<file path="src/rtl/layer_2_mac_sequencer.sv">
// layer_2_mac_sequencer
//
// Sequential evaluation of the second (output) layer of a small neural net.
// One signed weight x hidden multiplier is shared across all N*M products.
// Each output neuron j takes N MAC cycles and then one BIAS cycle. The
// results go to staging slots and are copied together to activation_vector
// when the FSM enters DONE.
//
// Optional feature: define LAYER2_RELU_EN to clamp negative biased sums to 0
// before they are stored.
//
// Ports:
//   clk                 - single clock, rising edge
//   rst_n               - asynchronous, active-low reset
//   start               - request one evaluation (only accepted in IDLE/DONE)
//   hidden_input_vector - N signed hidden values, element i at [i*hidden_neuron_size +: hidden_neuron_size]
//   weight_vector       - N*M signed weights, weight (j,i) at [(j*N+i)*weight_size +: weight_size]
//   bias_vector         - M signed biases, bias j at [j*bias_size +: bias_size]
//   busy                - high while in MAC or BIAS
//   done                - one-cycle completion pulse (the DONE-entry cycle)
//   out_valid           - activation_vector holds a completed result
//   activation_vector   - M signed results, output j at [j*acc_size +: acc_size]
module layer_2_mac_sequencer #(
  parameter int weight_size              = 5,
  parameter int bias_size                = 6,
  parameter int number_of_hidden_neurons = 5,
  parameter int number_of_outputs        = 2,
  parameter int hidden_neuron_size       = 54,
  parameter int acc_size                 = 64
) (
  input  logic                                                   clk,
  input  logic                                                   rst_n,
  input  logic                                                   start,
  input  logic [number_of_hidden_neurons*hidden_neuron_size-1:0] hidden_input_vector,
  input  logic [number_of_hidden_neurons*number_of_outputs*weight_size-1:0] weight_vector,
  input  logic [number_of_outputs*bias_size-1:0]                 bias_vector,
  output logic                                                   busy,
  output logic                                                   done,
  output logic                                                   out_valid,
  output logic [number_of_outputs*acc_size-1:0]                  activation_vector
);

  localparam int N  = number_of_hidden_neurons;
  localparam int M  = number_of_outputs;
  localparam int PW = weight_size + hidden_neuron_size;
  localparam int IW = (N > 1) ? $clog2(N) : 1;
  localparam int JW = (M > 1) ? $clog2(M) : 1;

  typedef enum logic [1:0] {IDLE, MAC, BIAS, DONE} state_t;

  state_t                                  state;
  logic [N*hidden_neuron_size-1:0]         hidden_reg;
  logic [N*M*weight_size-1:0]              weight_reg;
  logic [M*bias_size-1:0]                  bias_reg;
  logic signed [acc_size-1:0]              acc;
  logic [IW-1:0]                           i_cnt;
  logic [JW-1:0]                           j_cnt;
  logic [M*acc_size-1:0]                   staging;

  logic signed [hidden_neuron_size-1:0]    hidden_sel;
  logic signed [weight_size-1:0]           weight_sel;
  logic signed [bias_size-1:0]             bias_sel;
  logic signed [PW-1:0]                    product;
  logic signed [acc_size-1:0]              product_ext;
  logic signed [acc_size-1:0]              bias_ext;
  logic signed [acc_size-1:0]              biased_sum;
  logic signed [acc_size-1:0]              slot_value;
  logic [M*acc_size-1:0]                   staging_next;
  logic                                    last_i;
  logic                                    last_j;

  // Operand selection and the single shared multiplier. staging_next is
  // the staging array with slot j already replaced. The last BIAS cycle
  // can then publish every slot, including the one being written, in one
  // atomic copy.
  always_comb begin
    hidden_sel   = hidden_reg[int'(i_cnt)*hidden_neuron_size +: hidden_neuron_size];
    weight_sel   = weight_reg[(int'(j_cnt)*N + int'(i_cnt))*weight_size +: weight_size];
    bias_sel     = bias_reg[int'(j_cnt)*bias_size +: bias_size];
    product      = hidden_sel * weight_sel;
    product_ext  = acc_size'(product);
    bias_ext     = acc_size'(bias_sel);
    biased_sum   = acc + bias_ext;
`ifdef LAYER2_RELU_EN
    slot_value   = biased_sum[acc_size-1] ? '0 : biased_sum;
`else
    slot_value   = biased_sum;
`endif
    staging_next = staging;
    staging_next[int'(j_cnt)*acc_size +: acc_size] = slot_value;
    last_i       = (i_cnt == IW'(N-1));
    last_j       = (j_cnt == JW'(M-1));
  end

  // Main sequencer. All outputs are registered here. start is only looked
  // at in IDLE/DONE, so it is ignored while busy. The input vectors are
  // sampled only on the accepting edge.
  always_ff @(posedge clk or negedge rst_n) begin
    if (!rst_n) begin
      state             <= IDLE;
      hidden_reg        <= '0;
      weight_reg        <= '0;
      bias_reg          <= '0;
      acc               <= '0;
      i_cnt             <= '0;
      j_cnt             <= '0;
      staging           <= '0;
      busy              <= 1'b0;
      done              <= 1'b0;
      out_valid         <= 1'b0;
      activation_vector <= '0;
    end else begin
      done <= 1'b0;
      case (state)
        IDLE, DONE: begin
          if (start) begin
            hidden_reg <= hidden_input_vector;
            weight_reg <= weight_vector;
            bias_reg   <= bias_vector;
            acc        <= '0;
            i_cnt      <= '0;
            j_cnt      <= '0;
            busy       <= 1'b1;
            out_valid  <= 1'b0;
            state      <= MAC;
          end else begin
            state <= IDLE;
          end
        end
        MAC: begin
          acc <= acc + product_ext;
          if (last_i) begin
            i_cnt <= '0;
            state <= BIAS;
          end else begin
            i_cnt <= i_cnt + IW'(1);
          end
        end
        BIAS: begin
          staging <= staging_next;
          acc     <= '0;
          if (!last_j) begin
            j_cnt <= j_cnt + JW'(1);
            i_cnt <= '0;
            state <= MAC;
          end else begin
            activation_vector <= staging_next;
            done              <= 1'b1;
            out_valid         <= 1'b1;
            busy              <= 1'b0;
            state             <= DONE;
          end
        end
        default: state <= IDLE;
      endcase
    end
  end

endmodule

</file>
<file path="config.mk">
export PLATFORM = sky130hd
export DESIGN_NAME = layer_2_mac_sequencer
export DESIGN_NICKNAME = d
export VERILOG_FILES = /design/src/rtl/layer_2_mac_sequencer.sv
export SDC_FILE = /design/constraint.sdc
export NUM_CORES = 2
export LEC_CHECK = 0
export ABC_AREA = 1
export CORE_MARGIN = 2
export CORE_UTILIZATION = 63
export CTS_CLUSTER_DIAMETER = 40
export DETAILED_ROUTE_END_ITERATION = 8
export GPL_ROUTABILITY_DRIVEN = 0
export PLACE_DENSITY = 0.88
export RECOVER_POWER = 25
export SYNTH_ARGS = -nofsm -noshare
export SYNTH_HDL_FRONTEND = slang
export SYNTH_SLANG_ARGS = --single-unit
</file>
<file path="constraint.sdc">
create_clock -name clk -period 18.2 [get_ports clk]
set_input_delay 3.64 -clock clk [delete_from_list [all_inputs] [get_ports clk]]
set_output_delay 3.64 -clock clk [all_outputs]
set_load 0.1 [all_outputs]
</file>
==> flow_summary.toml <==
[min_path]
hold_path_class = "flop to flop"
min_from = "staging[17]"
hold_depth = 2
min_to = "activation_vector[17]"

[clocking]
cts_max_path_buffers = 3
clk_latency_ns = 0.69
ctsRootBufferMaster = "clkbuf_16"
postCtsSetupRepairBufs = 0
cts_tree = "done"
hold_buffers = 0
clock_sinks = 597
cts_made_buffers = 87
clk_pin_slew_ns = 0.06
cts_resized = 0
h-tree-depth = 3

[cells_and_area]
final_nets = 7258
n_fill_cell = 4732
largest_reg_flops = 270
register_area_mm2 = 0.0149
area_growth_pct = 18.9
drive_gt1_frac = 0.0348
multiInputGateArea_mm2 = 0.0244

[sta]
rsz0062_at_grt = "false"
totalNegativeSetupSlack_ns = 0
final-hold-violation-count = 0
fin_crit_ns = 10.57
tightest_slew_ns = 6.05
period_share = 0.581
final_max_slew_viol_count = 607
fmax_mhz = 94.6
maxSlewHeadroom = -3.04
finalSetupViolations = 0
finalClockSkew_ns = 0.0655
fin_ws_ns = 7.63

[drt]
met1_length_um = 53300
dr.pass1.iters = 9
ant_nets = 0
top_layer_used = "met5"
via_per_inst = 5.86
wl_met3_um = 20700
vias = 43700
drt_iter0_markers = 6549
wl_met2_um = 66100
drc_errors = 4
wire_per_inst_um = 20.4
drt_wl_total_um = 152000

[yosys]
synth_edf_count = 0
ys_types = 45
synthArstFlopShare = 1.00
synthFlopType = "dfrtp_1"
avgSynthCellArea_um2 = 7.11
ys_seq_area_frac = 0.344
synth_cells = 6114
synthesis.area_mm2 = 0.0435
syn-num-nets = 6885
ys_warn_count = 0
synth_seq_cells = 597

[setup_path]
endpoint_kind = "asynchronous set/reset pin"
crit_required_ns = 18.82
r2r_end = "acc[35]"
worst_setup_path_start_kind = "input pin"
crit_arrival_ns = 11.19
reg2reg_depth = 23
rrSetupSlack_ns = 9.56
worstReg2RegStart = "i_cnt[0]"
crit_fanout = 105
critical_path_class = "input pin to asynchronous set/reset pin"

[grt]
grt_antenna_before_repair = 25
overflow = 0
grt_max_degree = 256
grt_pass1_wl_um = 233000
grt_pass1_vias = 42300
track_usage = 0.425

[run]
cap_violations = 9

[die]
io_pins = 466
die_h_um = 267
dieWidth_um = 267
start_util = 0.635
dieArea_mm2 = 0.0711
fp.coreArea_mm2 = 0.0685
rows = 96

[status]
violations = "DRC, capacitance limit, slew limit"
outcome = "complete, but fails checks"

[placement]
io_buffers = 465
dp_slack_ns = 10.29
dp_hpwl_um = 111000
## synth_stat cells (3+ instances only)
| library cell | number | share of area |
|---|---|---|
| nand2_1 | 2719 | 0.23 |
| a21o_1 | 3 | 0.00052 |
| buf_1 | 19 | 0.0016 |
| dfrtp_1 | 597 | 0.34 |
| a21oi_1 | 209 | 0.024 |
| nand3_1 | 211 | 0.024 |
| clkbuf_1 | 135 | 0.012 |
| o21a_1 | 54 | 0.0093 |
| nor4_1 | 8 | 0.0012 |
| buf_4 | 7 | 0.0012 |
| xor2_1 | 15 | 0.0030 |
| o21ai_0 | 142 | 0.016 |
| inv_2 | 6 | 0.00052 |
| o22ai_1 | 19 | 0.0027 |
| nor3_1 | 26 | 0.0030 |
| o21bai_1 | 12 | 0.0021 |
| clkinv_1 | 3 | 0.00026 |
| mux2i_1 | 5 | 0.0012 |
| buf_6 | 16 | 0.0041 |
| xnor2_1 | 31 | 0.0062 |
| nor2_1 | 419 | 0.036 |
| nand3b_1 | 17 | 0.0029 |
| nand2_2 | 4 | 0.00058 |
| buf_2 | 27 | 0.0031 |
| inv_1 | 834 | 0.072 |
| clkbuf_8 | 3 | 0.00095 |
| nand4_1 | 19 | 0.0027 |
| a22oi_1 | 6 | 0.0010 |
| a22o_1 | 3 | 0.00060 |
| and2_1 | 9 | 0.0013 |
| ha_1 | 199 | 0.057 |
| fa_1 | 237 | 0.11 |
| a32o_1 | 58 | 0.013 |
| or2_2 | 26 | 0.0037 |
## cells by family (layout without fill, tap and decap cells)
| kind of cell | Yosys count | after routing | share of synthesized area |
|---|---|---|---|
| compound gates | 514 | 514 | 0.0717 |
| xor+xnor | 46 | 46 | 0.00927 |
| fa+ha+maj | 436 | 436 | 0.166 |
| buf+inv | 1051 | 1495 | 0.0957 |
| flops | 597 | 597 | 0.344 |
| mux | 5 | 5 | 0.00115 |
| other cells | 0 | 22 | 0 |
| simple gates | 3465 | 3465 | 0.312 |
## area by class of cell
type | count | area share
flip-flops and latches | 597 | 0.289
clock buffers | 95 | 0.0439
diodes | 22 | 0.00107
well taps | 882 | 0.0214
clock inverters | 65 | 0.0177
inverters | 844 | 0.0616
multi-input cells | 4466 | 0.472
repair buffers | 491 | 0.0935
## worst max path at each step
stage | startpoint | to | slack [ns]
6_report | rst_n | activation_vector[66] | 7.63
2_1_floorplan | i_cnt[0] | acc[54] | 12.39
4_1_cts | i_cnt[1] | acc[63] | 10.19
3_3_place_gp | i_cnt[1] | acc[55] | 10.41
3_5_place_dp | i_cnt[1] | acc[63] | 10.29
5_1_grt | rst_n | activation_vector[66] | 6.44
## routing by layer
metal	up-vias	global-route usage
li1	19400	-
met1	20400	0.521
met2	3081	0.643
met3	800	0.141
met4	12	0.279
met5	-	0
## through the flow
| step | hold WS (ns) | utilization | cell area [um^2] | cells |
|---|---|---|---|---|
| 5_1_grt | 0.484 | 0.754 | 51700 | 7456 |
| 4_1_cts | 0.453 | 0.755 | 51700 | 7440 |
| 2_1_floorplan | 0.441 | - | 43500 | 6114 |
| 3_3_place_gp | 0.450 | 0.708 | 48500 | 7280 |
| 3_5_place_dp | 0.451 | 0.708 | 48500 | 7280 |
| 6_report | 0.463 | 0.755 | 51700 | 7462 |
## critical path: stages
cell      delay, ns
clkbuf_1       4.15
clkbuf_1       2.13
buf_4          1.03
## layout by cell type (no fill, tap or decap), types with 8 or more instances in the layout
master	Yosys	routed
nand2_1	2719	2718
inv_1	834	833
dfrtp_1	597	595
clkdlybuf4s50_1	0	464
nor2_1	419	417
fa_1	237	237
nand3_1	211	211
a21oi_1	209	209
ha_1	199	199
o21ai_0	142	142
clkbuf_16	0	87
a32o_1	58	58
o21a_1	54	54
xnor2_1	31	31
or2_2	26	26
nor3_1	26	26
diode_2	0	22
nand4_1	19	19
o22ai_1	19	19
buf_4	7	19
nand3b_1	17	17
xor2_1	15	15
inv_6	0	13
o21bai_1	12	12
clkinv_2	0	11
bufinv_16	0	10
clkbuf_1	135	9
clkinvlp_4	0	9
nor4_1	8	8
Power is left out: the tool's default activity adds up to more than one toggle a clock period on the data nets, which glitch-free logic cannot reach.
